### config.mk
export PLATFORM = sky130hd
export DESIGN_NAME = dm_ctrl
export DESIGN_NICKNAME = d
export VERILOG_FILES = /design/src/rtl/dm_ctrl.sv
export SDC_FILE = /design/constraint.sdc
export NUM_CORES = 1
export LEC_CHECK = 0
export CAP_MARGIN = 20
export CORE_MARGIN = 5
export CORE_UTILIZATION = 39
export DETAILED_ROUTE_END_ITERATION = 7
export PLACE_DENSITY = 0.89
export SLEW_MARGIN = 20
export SYNTH_ARGS = -nofsm -noshare
export SYNTH_HDL_FRONTEND = slang
export SYNTH_SLANG_ARGS = --single-unit
### constraint.sdc
create_clock -name clk -period 1.61 [get_ports clk]
set_input_delay 0.161 -clock clk [delete_from_list [all_inputs] [get_ports clk]]
set_output_delay 0.161 -clock clk [all_outputs]
set_load 0.02 [all_outputs]
### src/rtl/dm_ctrl.sv
// rtl/dm_ctrl.sv - MEM-stage access controller in front of dm with a one-entry store buffer; `DM_LOAD_FWD_EN enables store-buffer forwarding
module dm_ctrl #(
  parameter logic [31:0] ADDR_LIMIT = 32'h0000_1000
) (
  input  logic        clk,
  input  logic        reset,
  input  logic        valid_in,
  input  logic [3:0]  memOp,
  input  logic [31:0] addr,
  input  logic [31:0] WData,
  input  logic [31:0] PC,
  output logic        stall,
  output logic [31:0] RData,
  output logic        mem_err,
  output logic        dm_MemWrite,
  output logic [9:0]  dm_A,
  output logic [31:0] dm_WData,
  output logic [31:0] dm_PC,
  output logic [31:0] dm_addr,
  input  logic [31:0] dm_RData
);

  localparam logic [3:0] OP_LW  = 4'd1;
  localparam logic [3:0] OP_LH  = 4'd2;
  localparam logic [3:0] OP_LHU = 4'd3;
  localparam logic [3:0] OP_LB  = 4'd4;
  localparam logic [3:0] OP_LBU = 4'd5;
  localparam logic [3:0] OP_SW  = 4'd8;
  localparam logic [3:0] OP_SH  = 4'd9;
  localparam logic [3:0] OP_SB  = 4'd10;

  logic        buf_valid;
  logic [9:0]  buf_A;
  logic [31:0] buf_data;
  logic [31:0] buf_PC;
  logic [31:0] buf_addr;

  logic [9:0]  a_idx;
  logic [1:0]  lane;
  logic        is_lw, is_lh, is_lhu, is_lb, is_lbu, is_sw, is_sh, is_sb;
  logic        is_load, is_store, is_word, is_half, needs_read;
  logic        misaligned, out_of_range, fault;
  logic        rd_conflict, accept;
  logic [31:0] base_word;
  logic [31:0] merged;
  logic [7:0]  byte_sel;
  logic [15:0] half_sel;

  assign a_idx = addr[11:2];
  assign lane  = addr[1:0];

  always_comb begin
    is_lw  = valid_in && (memOp == OP_LW);
    is_lh  = valid_in && (memOp == OP_LH);
    is_lhu = valid_in && (memOp == OP_LHU);
    is_lb  = valid_in && (memOp == OP_LB);
    is_lbu = valid_in && (memOp == OP_LBU);
    is_sw  = valid_in && (memOp == OP_SW);
    is_sh  = valid_in && (memOp == OP_SH);
    is_sb  = valid_in && (memOp == OP_SB);
    is_load    = is_lw | is_lh | is_lhu | is_lb | is_lbu;
    is_store   = is_sw | is_sh | is_sb;
    is_word    = is_lw | is_sw;
    is_half    = is_lh | is_lhu | is_sh;
    needs_read = is_load | is_sh | is_sb;
  end

  always_comb begin
    out_of_range = (addr >= ADDR_LIMIT);
    misaligned   = (is_word && (lane != 2'b00)) || (is_half && lane[0]);
    fault        = (is_load || is_store) && (out_of_range || misaligned);
  end

`ifdef DM_LOAD_FWD_EN
  logic hit;
  assign hit         = buf_valid && (buf_A == a_idx);
  assign rd_conflict = buf_valid && !hit;
  assign base_word   = hit ? buf_data : dm_RData;
`else
  // The single dm port is busy draining, so any read waits one cycle
  assign rd_conflict = buf_valid;
  assign base_word   = dm_RData;
`endif

  assign stall  = needs_read && !fault && rd_conflict;
  assign accept = (is_load || is_store) && !fault && !stall;

  always_comb begin
    byte_sel = 8'h00;
    case (lane)
      2'd0: byte_sel = base_word[7:0];
      2'd1: byte_sel = base_word[15:8];
      2'd2: byte_sel = base_word[23:16];
      default: byte_sel = base_word[31:24];
    endcase
    half_sel = lane[1] ? base_word[31:16] : base_word[15:0];
  end

  always_comb begin
    merged = base_word;
    if (is_sw) begin
      merged = WData;
    end else if (is_sh) begin
      if (lane[1]) merged[31:16] = WData[15:0];
      else         merged[15:0]  = WData[15:0];
    end else if (is_sb) begin
      case (lane)
        2'd0: merged[7:0]   = WData[7:0];
        2'd1: merged[15:8]  = WData[7:0];
        2'd2: merged[23:16] = WData[7:0];
        default: merged[31:24] = WData[7:0];
      endcase
    end
  end

  always_comb begin
    RData = 32'h0;
    if (accept) begin
      if (is_lw)       RData = base_word;
      else if (is_lh)  RData = {{16{half_sel[15]}}, half_sel};
      else if (is_lhu) RData = {16'h0, half_sel};
      else if (is_lb)  RData = {{24{byte_sel[7]}}, byte_sel};
      else if (is_lbu) RData = {24'h0, byte_sel};
    end
  end

  always_comb begin
    if (buf_valid) begin
      dm_MemWrite = 1'b1;
      dm_A        = buf_A;
      dm_WData    = buf_data;
      dm_PC       = buf_PC;
      dm_addr     = buf_addr;
    end else begin
      dm_MemWrite = 1'b0;
      dm_A        = a_idx;
      dm_WData    = 32'h0;
      dm_PC       = PC;
      dm_addr     = addr;
    end
  end

  // Buffer drains every cycle it is full; an accepted store refills it on the same edge
  always_ff @(posedge clk) begin
    if (reset) begin
      buf_valid <= 1'b0;
      buf_A     <= 10'h0;
      buf_data  <= 32'h0;
      buf_PC    <= 32'h0;
      buf_addr  <= 32'h0;
      mem_err   <= 1'b0;
    end else begin
      if (accept && is_store) begin
        buf_valid <= 1'b1;
        buf_A     <= a_idx;
        buf_data  <= merged;
        buf_PC    <= PC;
        buf_addr  <= addr;
      end else begin
        buf_valid <= 1'b0;
      end
      if (fault) mem_err <= 1'b1;
    end
  end

endmodule

==> results of run 1 <==
-- routing by layer --
layer  routed length (um)  vias to the layer above  track usage, %  part of all wire (%)
met4                 2160                        0            13.1                   6.3
met2                16800                      562            47.2                    49
met5                    0                        -               0                     0
li1                     -                     3603               -                     -
met1                12400                     3962            31.9                    36
met3                 2700                      169            6.97                   7.9
-- registers in the layout, indices dropped and copies added, names as in the netlist --
name	flops
buf_A	9
buf_PC	32
buf_addr	23
buf_data	32
buf_valid	1
mem_err	1
-- timing repair --
item,4_1_cts,5_1_grt
endpoints found under the hold margin,0,0
setup endpoints to repair,234,230
pin swaps,20,43
gates cloned,9,19
resized for setup,702,514
setup buffers,15,47
-- cell usage in the layout (no fill, tap or decap), types with 13 or more instances in the layout --
| master | netlist | final |
|---|---|---|
| clkbuf_16 | 0 | 23 |
| nand2_1 | 39 | 35 |
| dfxtp_1 | 98 | 97 |
| and2_4 | 1 | 21 |
| o21ai_2 | 0 | 24 |
| buf_12 | 0 | 25 |
| nor3b_2 | 0 | 20 |
| buf_2 | 17 | 15 |
| mux2_4 | 0 | 58 |
| nand3_1 | 62 | 56 |
| nor2_1 | 16 | 15 |
| mux2i_1 | 19 | 17 |
| a21oi_1 | 90 | 65 |
| buf_6 | 11 | 142 |
| a311oi_2 | 13 | 13 |
| o21ai_1 | 2 | 30 |
| buf_4 | 17 | 136 |
| and2_1 | 40 | 20 |
| a21oi_2 | 12 | 34 |
| clkdlybuf4s50_1 | 0 | 103 |
-- area by class of cell --
type                            instances  area [sq um]  area share, %
Tap cell                              220           275           2.19
Timing Repair Buffer                  469          5100           40.6
Multi-Input combinational cell        565          4930           39.2
Clock inverter                          7          58.8          0.468
Clock buffer                            9           225           1.79
Sequential cell                        98          1970           15.6
Antenna cell                            1          2.50         0.0199
Inverter                                3          11.3         0.0896
-- cells by family after synthesis --
| family | after synthesis |
|---|---|
| AND/OR/NAND/NOR | 217 |
| flip-flops | 98 |
| buffers and inverters | 94 |
| multiplexers | 84 |
| AO/OA/AOI/OAI | 264 |
-- worst max-delay path: cells and delay by family --
kind                   cells  cell delay (ns)
AOI/OAI and AO/OA          3             0.99
and+or+nand+nor            2             0.41
buffers and inverters      2             0.65
-- power groups by stage --
stage / sequential [mW] / clock, mW / combinational (mW)
after floorplan: 2.48 / 0 / 0.532
after global placement: 2.48 / 0 / 1.35
after CTS: 2.42 / 2.13 / 1.38
after detailed placement: 2.48 / 0 / 1.36
final: 2.42 / 2.14 / 1.62
after global routing: 2.42 / 2.26 / 1.66
-- metrics by stage --
stage	total power, mW	util (%)
2_1_floorplan	3.02	-
3_3_place_gp	3.83	61.6
3_5_place_dp	3.84	61.6
4_1_cts	5.93	66.4
5_1_grt	6.34	76.6
6_report	6.18	76.6
-- final timing paths --
kind / from / to / slack (ns) / cells after the start
hold / removal: reset / buf_data[16]$_SDFFE_PP0P_ / 0.23 / 3
hold reg to reg: buf_PC[17]$_SDFFE_PP0P_ / buf_PC[17]$_SDFFE_PP0P_ / 0.47 / 2
setup reg to reg: buf_valid$_SDFF_PP0_ / buf_data[15]$_SDFFE_PP0P_ / -0.25 / 8
setup / recovery: addr[14] / buf_data[5]$_SDFFE_PP0P_ / -0.40 / 7
==> impl_metrics.toml, run 1 <==
[outcome]
run_status = "finished, violations left"
violations = "negative setup slack"

[final_layout]
drive_gt1_share_pct = 53.5
area_growth_pct = 94.8
final_cells = 1372
finalInstanceArea_sq_mm = 0.0126
final_nets = 1281
fillers = 958

[synth]
yosysMostFrequentCell = "dfxtp_1"
async_flop_share_pct = 0
synth-edff-count = 0
synthMuxAreaShare_pct = 14.5
synth_top_area_share_pct = 30.4
synthSimpleGateAreaFrac_pct = 19.2
synth_top_family_by_area = "compound AO/OA/AOI/OAI gates"
syn_area_sq_mm = 0.00645
yosysUniqueCellTypes = 61
synth_compound_area_share_pct = 27.7
synth_seq_cells = 98
syn_avg_cell_area_sq_um = 8.52
yosysTopAreaCell = "dfxtp_1"
synthTopCellsByCount = "dfxtp_1 (98), a21oi_1 (90), o21ai_0 (66), mux2_2 (64), nand3_1 (62)"
syn_inst = 757
yosysSeqAreaShare_pct = 30.4
synthesis.nets = 892
synthAdderAreaFrac_pct = 0
yosys_warnings = 0
synth_area_leaders = "dfxtp_1 (30%), mux2_2 (11%), a21oi_1 (7.0%)"
yosys_most_used_dff = "dfxtp_1"
synth_xor_xnor_area_share_pct = 0

[power]
leakagePower_nw = 5.00
p_switching_mw = 1.83
ir_worst_vdd_uv = 512
p_comb_share_pct = 26.2
p_seq_share_pct = 39.2
clock_power_share_pct = 34.7
power.internal_mw = 4.35
p_sw_share_pct = 29.6
power_density_mw_per_mm2 = 492

[placed_design]
dpl-instance-area_sq_mm = 0.0101
place_ws_ns = -1.21
place_hpwl_um = 19200
dp.cells = 1274
portBuffers = 275
gp_congestion = 0.938

[timing]
tns_ns = -41.02
setup_violations = 227
hold_viol = 0
grt_setup_unrepaired = "yes"
fin_ws_ns = -0.397
min_period_over_period_pct = 125
fmax_ghz = 0.498
finClkSkew_ns = 0.00451
whs_ns = 0.227
worst_pin_slew_ns = 0.606
fin_crit_ns = 2.01
drv_slew = 0
relSlewSlack_pct = 59.6

[cts]
cts_sinks = 98
clkTransAtPathRegs_ns = 0.08
cts_max_level = 3
cts_tree = "yes"
hold_buffers = 0
numCtsBuffers = 9
root_buffer = "clkbuf_16"
cts_buffer_depth = 2
clk_latency_ns = 0.35

[setup_path]
arrival_ns = 2.25
start_kind = "input port"
required_ns = 1.85
slowest_delay_ns = 0.55
cpMaxStageDelayCell = "clkbuf_8"
end_kind = "register"
crit_type = "in -> reg"
path_cells = "buf_6, nor4_4, nand2_2, a311oi_4, clkbuf_8, a21oi_1, a311oi_2"
worstPathMaxFanout = 64

[floorplan]
ioPinCount = 276
start_util_pct = 39.3
core_area_sq_mm = 0.0164
die_width_um = 139
dieArea_sq_mm = 0.0192
fp-row-count = 47
fp.dieH_um = 139

[job]
drv_cap = 0

[global_route]
antenna_found_initial = 0
grt_pass1_vias = 7890
grt_max_degree = 65
grt_pass1_wl_um = 43000
grt_usage_pct = 27.4
gr-total-overflow = 0

[route]
drcViolationCount = 0
ant_nets = 0
routed_via_density = 6.05
wl_per_cell_um = 24.9
dr.pass1.iters = 5
wirelength_um = 34100
dr_total_vias = 8296
drt-initial-drc-count = 792

[worst_hold_path]
hp-class = "in -> reg"
Power figures use the tool's default switching activity.
==> inputs of run 2 (changes only) <==
--- a/config.mk
+++ b/config.mk
@@ -7,9 +7,10 @@
 export LEC_CHECK = 0
 export CAP_MARGIN = 20
 export CORE_MARGIN = 5
-export CORE_UTILIZATION = 39
+export CORE_UTILIZATION = 40
+export CTS_BUF_LIST = sky130_fd_sc_hd__clkbuf_4
 export DETAILED_ROUTE_END_ITERATION = 7
-export PLACE_DENSITY = 0.89
+export PLACE_DENSITY = 0.9
 export SLEW_MARGIN = 20
 export SYNTH_ARGS = -nofsm -noshare
 export SYNTH_HDL_FRONTEND = slang
==> constraint.sdc (replaced) <==
create_clock -name clk -period 1.61 [get_ports clk]
set_input_delay 0.322 -clock clk [delete_from_list [all_inputs] [get_ports clk]]
set_output_delay 0.322 -clock clk [all_outputs]
set_load 0.02 [all_outputs]
==> impl_metrics.toml, run 2 (synthesis gave the netlist of run 1 again) <==
[job]
drv_cap = 0

[power]
clock_power_share_pct = 27.0
p_sw_share_pct = 33.4
p_seq_share_pct = 42.2
p_comb_share_pct = 30.8
p_switching_mw = 1.92
leakagePower_nw = 5.17
ir_worst_vdd_uv = 411
power.internal_mw = 3.84
power_density_mw_per_mm2 = 427

[cts]
cts_buffer_depth = 2
cts_tree = "yes"
cts_sinks = 98
clk_latency_ns = 0.51
cts_max_level = 3
hold_buffers = 0
clkTransAtPathRegs_ns = 0.19
numCtsBuffers = 9
root_buffer = "clkbuf_4"

[timing]
drv_slew = 0
setup_violations = 237
hold_viol = 0
grt_setup_unrepaired = "yes"
worst_pin_slew_ns = 0.440
min_period_over_period_pct = 147
fmax_ghz = 0.422
fin_ws_ns = -0.761
finClkSkew_ns = 0.0248
whs_ns = 0.231
relSlewSlack_pct = 70.7
fin_crit_ns = 2.37

[floorplan]
die_width_um = 137
fp.dieH_um = 137
start_util_pct = 40.8
core_area_sq_mm = 0.0158
dieArea_sq_mm = 0.0188
fp-row-count = 46
ioPinCount = 276

[route]
wl_per_cell_um = 28.6
ant_nets = 0
drt-initial-drc-count = 1003
drcViolationCount = 0
wirelength_um = 39800
dr.pass1.iters = 6
routed_via_density = 6.39
dr_total_vias = 8906

[worst_hold_path]
worstHoldStart = "reset"
hp-class = "in -> reg"

[final_layout]
drive_gt1_share_pct = 61.9
reg_top3 = "buf_PC (32), buf_data (32), buf_addr (23)"
final_common_cell = "buf_6"
fin_util_pct = 85.3
layout_common_cells = "buf_6 (191), buf_4 (108), clkdlybuf4s50_1 (102)"
area_growth_pct = 109
final_nets = 1306

[placed_design]
gp_congestion = 0.974
place_hpwl_um = 19600
portBuffers = 275

[setup_path]
end_kind = "primary output"
crit_start = "memOp[3]"
worstPathMaxFanout = 8
r2r_start = "buf_valid$_SDFF_PP0_"
arrival_ns = 2.05
required_ns = 1.29
start_kind = "input port"
crit_type = "in -> out"

[global_route]
antenna_found_initial = 1
grt_pass1_vias = 8708
grt_max_degree = 51
grt_pass1_wl_um = 49500
grt_usage_pct = 34.0
gr-total-overflow = 0

[outcome]
run_status = "finished, violations left"
violations = "negative setup slack"
## run 2: cell types whose count changed in the layout (fill, tap and decap cells not counted), sizes merged, moves of 2 or more
| cell | previous run | this run |
|---|---|---|
| buf | 337 | 371 |
| clkbuf | 33 | 19 |
| nor2 | 17 | 20 |
| inv | 8 | 6 |
## run 2: worst paths after layout
path | end | slack (ns) | depth (start not counted)
setup / recovery | RData[1] | -0.76 | 9
hold / removal | buf_data[16]$_SDFFE_PP0P_ | 0.23 | 3
setup reg to reg | buf_data[12]$_SDFFE_PP0P_ | -0.46 | 9
hold reg to reg | buf_data[11]$_SDFFE_PP0P_ | 0.48 | 2
## run 2: what timing repair did
| action | CTS | global route |
|---|---|---|
| hold endpoints to repair | 0 | 0 |
| buffers inserted | 67 | 30 |
| pin swaps | 49 | 84 |
| cloned | 26 | 7 |
| resized for setup | 1000 | 394 |
| setup endpoints to repair | 239 | 239 |
## run 2: metrics by stage
| step | cell area [sq um] | setup TNS (ns) | worst slack, ns | cells | total power [mW] |
|---|---|---|---|---|---|
| 4_1_cts | 12200 | -100.41 | -0.701 | 1378 | 5.42 |
| 6_report | 13500 | -96.09 | -0.761 | 1394 | 5.76 |
| 3_3_place_gp | 10300 | -200.71 | -1.56 | 1270 | 3.87 |
| 5_1_grt | 13500 | -103.20 | -0.813 | 1393 | 5.88 |
| 3_5_place_dp | 10300 | -207.42 | -1.58 | 1270 | 3.88 |
| 2_1_floorplan | 6930 | -27.11 | -0.349 | 757 | 3.04 |
## run 2: power by group through the flow
stage,clock network (mW),logic [mW],registers [mW]
floorplan,0,0.559,2.48
global placement,0,1.38,2.48
detailed placement,0,1.40,2.48
CTS,1.48,1.51,2.43
global route,1.64,1.81,2.43
finish,1.56,1.78,2.43
## run 2: worst max-delay path, stage by stage
cell and delay [ns]:
buf_2 0.13, buf_4 0.15, nor3_4 0.17, a21oi_2 0.10, a311oi_4 0.39, nand3_2 0.23, buf_12 0.22, a21oi_2 0.18
buf_6 0.15
## run 2: cell type report
class / count / area, sq um
Clock inverter: 7 / 87.6
Tap cell: 216 / 270
Fill cell: 749 / 2330
Timing Repair Buffer: 490 / 5520
Inverter: 3 / 11.3
Multi-Input combinational cell: 569 / 5570
Sequential cell: 98 / 1970
Clock buffer: 9 / 67.6
Antenna cell: 2 / 5.00
## run 2: routing by layer
layer	vias up	part of all wire, %	GRT usage, %
met2	739	48	58.0
li1	3677	-	-
met4	0	7.7	17.6
met1	4215	34	39.5
met5	-	0	0
met3	275	10	8.16
==> inputs of run 3 (changes only) <==
--- a/config.mk
+++ b/config.mk
@@ -5,7 +5,6 @@
 export SDC_FILE = /design/constraint.sdc
 export NUM_CORES = 1
 export LEC_CHECK = 0
-export CAP_MARGIN = 20
 export CORE_MARGIN = 5
 export CORE_UTILIZATION = 40
 export CTS_BUF_LIST = sky130_fd_sc_hd__clkbuf_4
==> results of run 3 <==
Same layout as run 2: the final DEF is identical, and so are final timing and power.
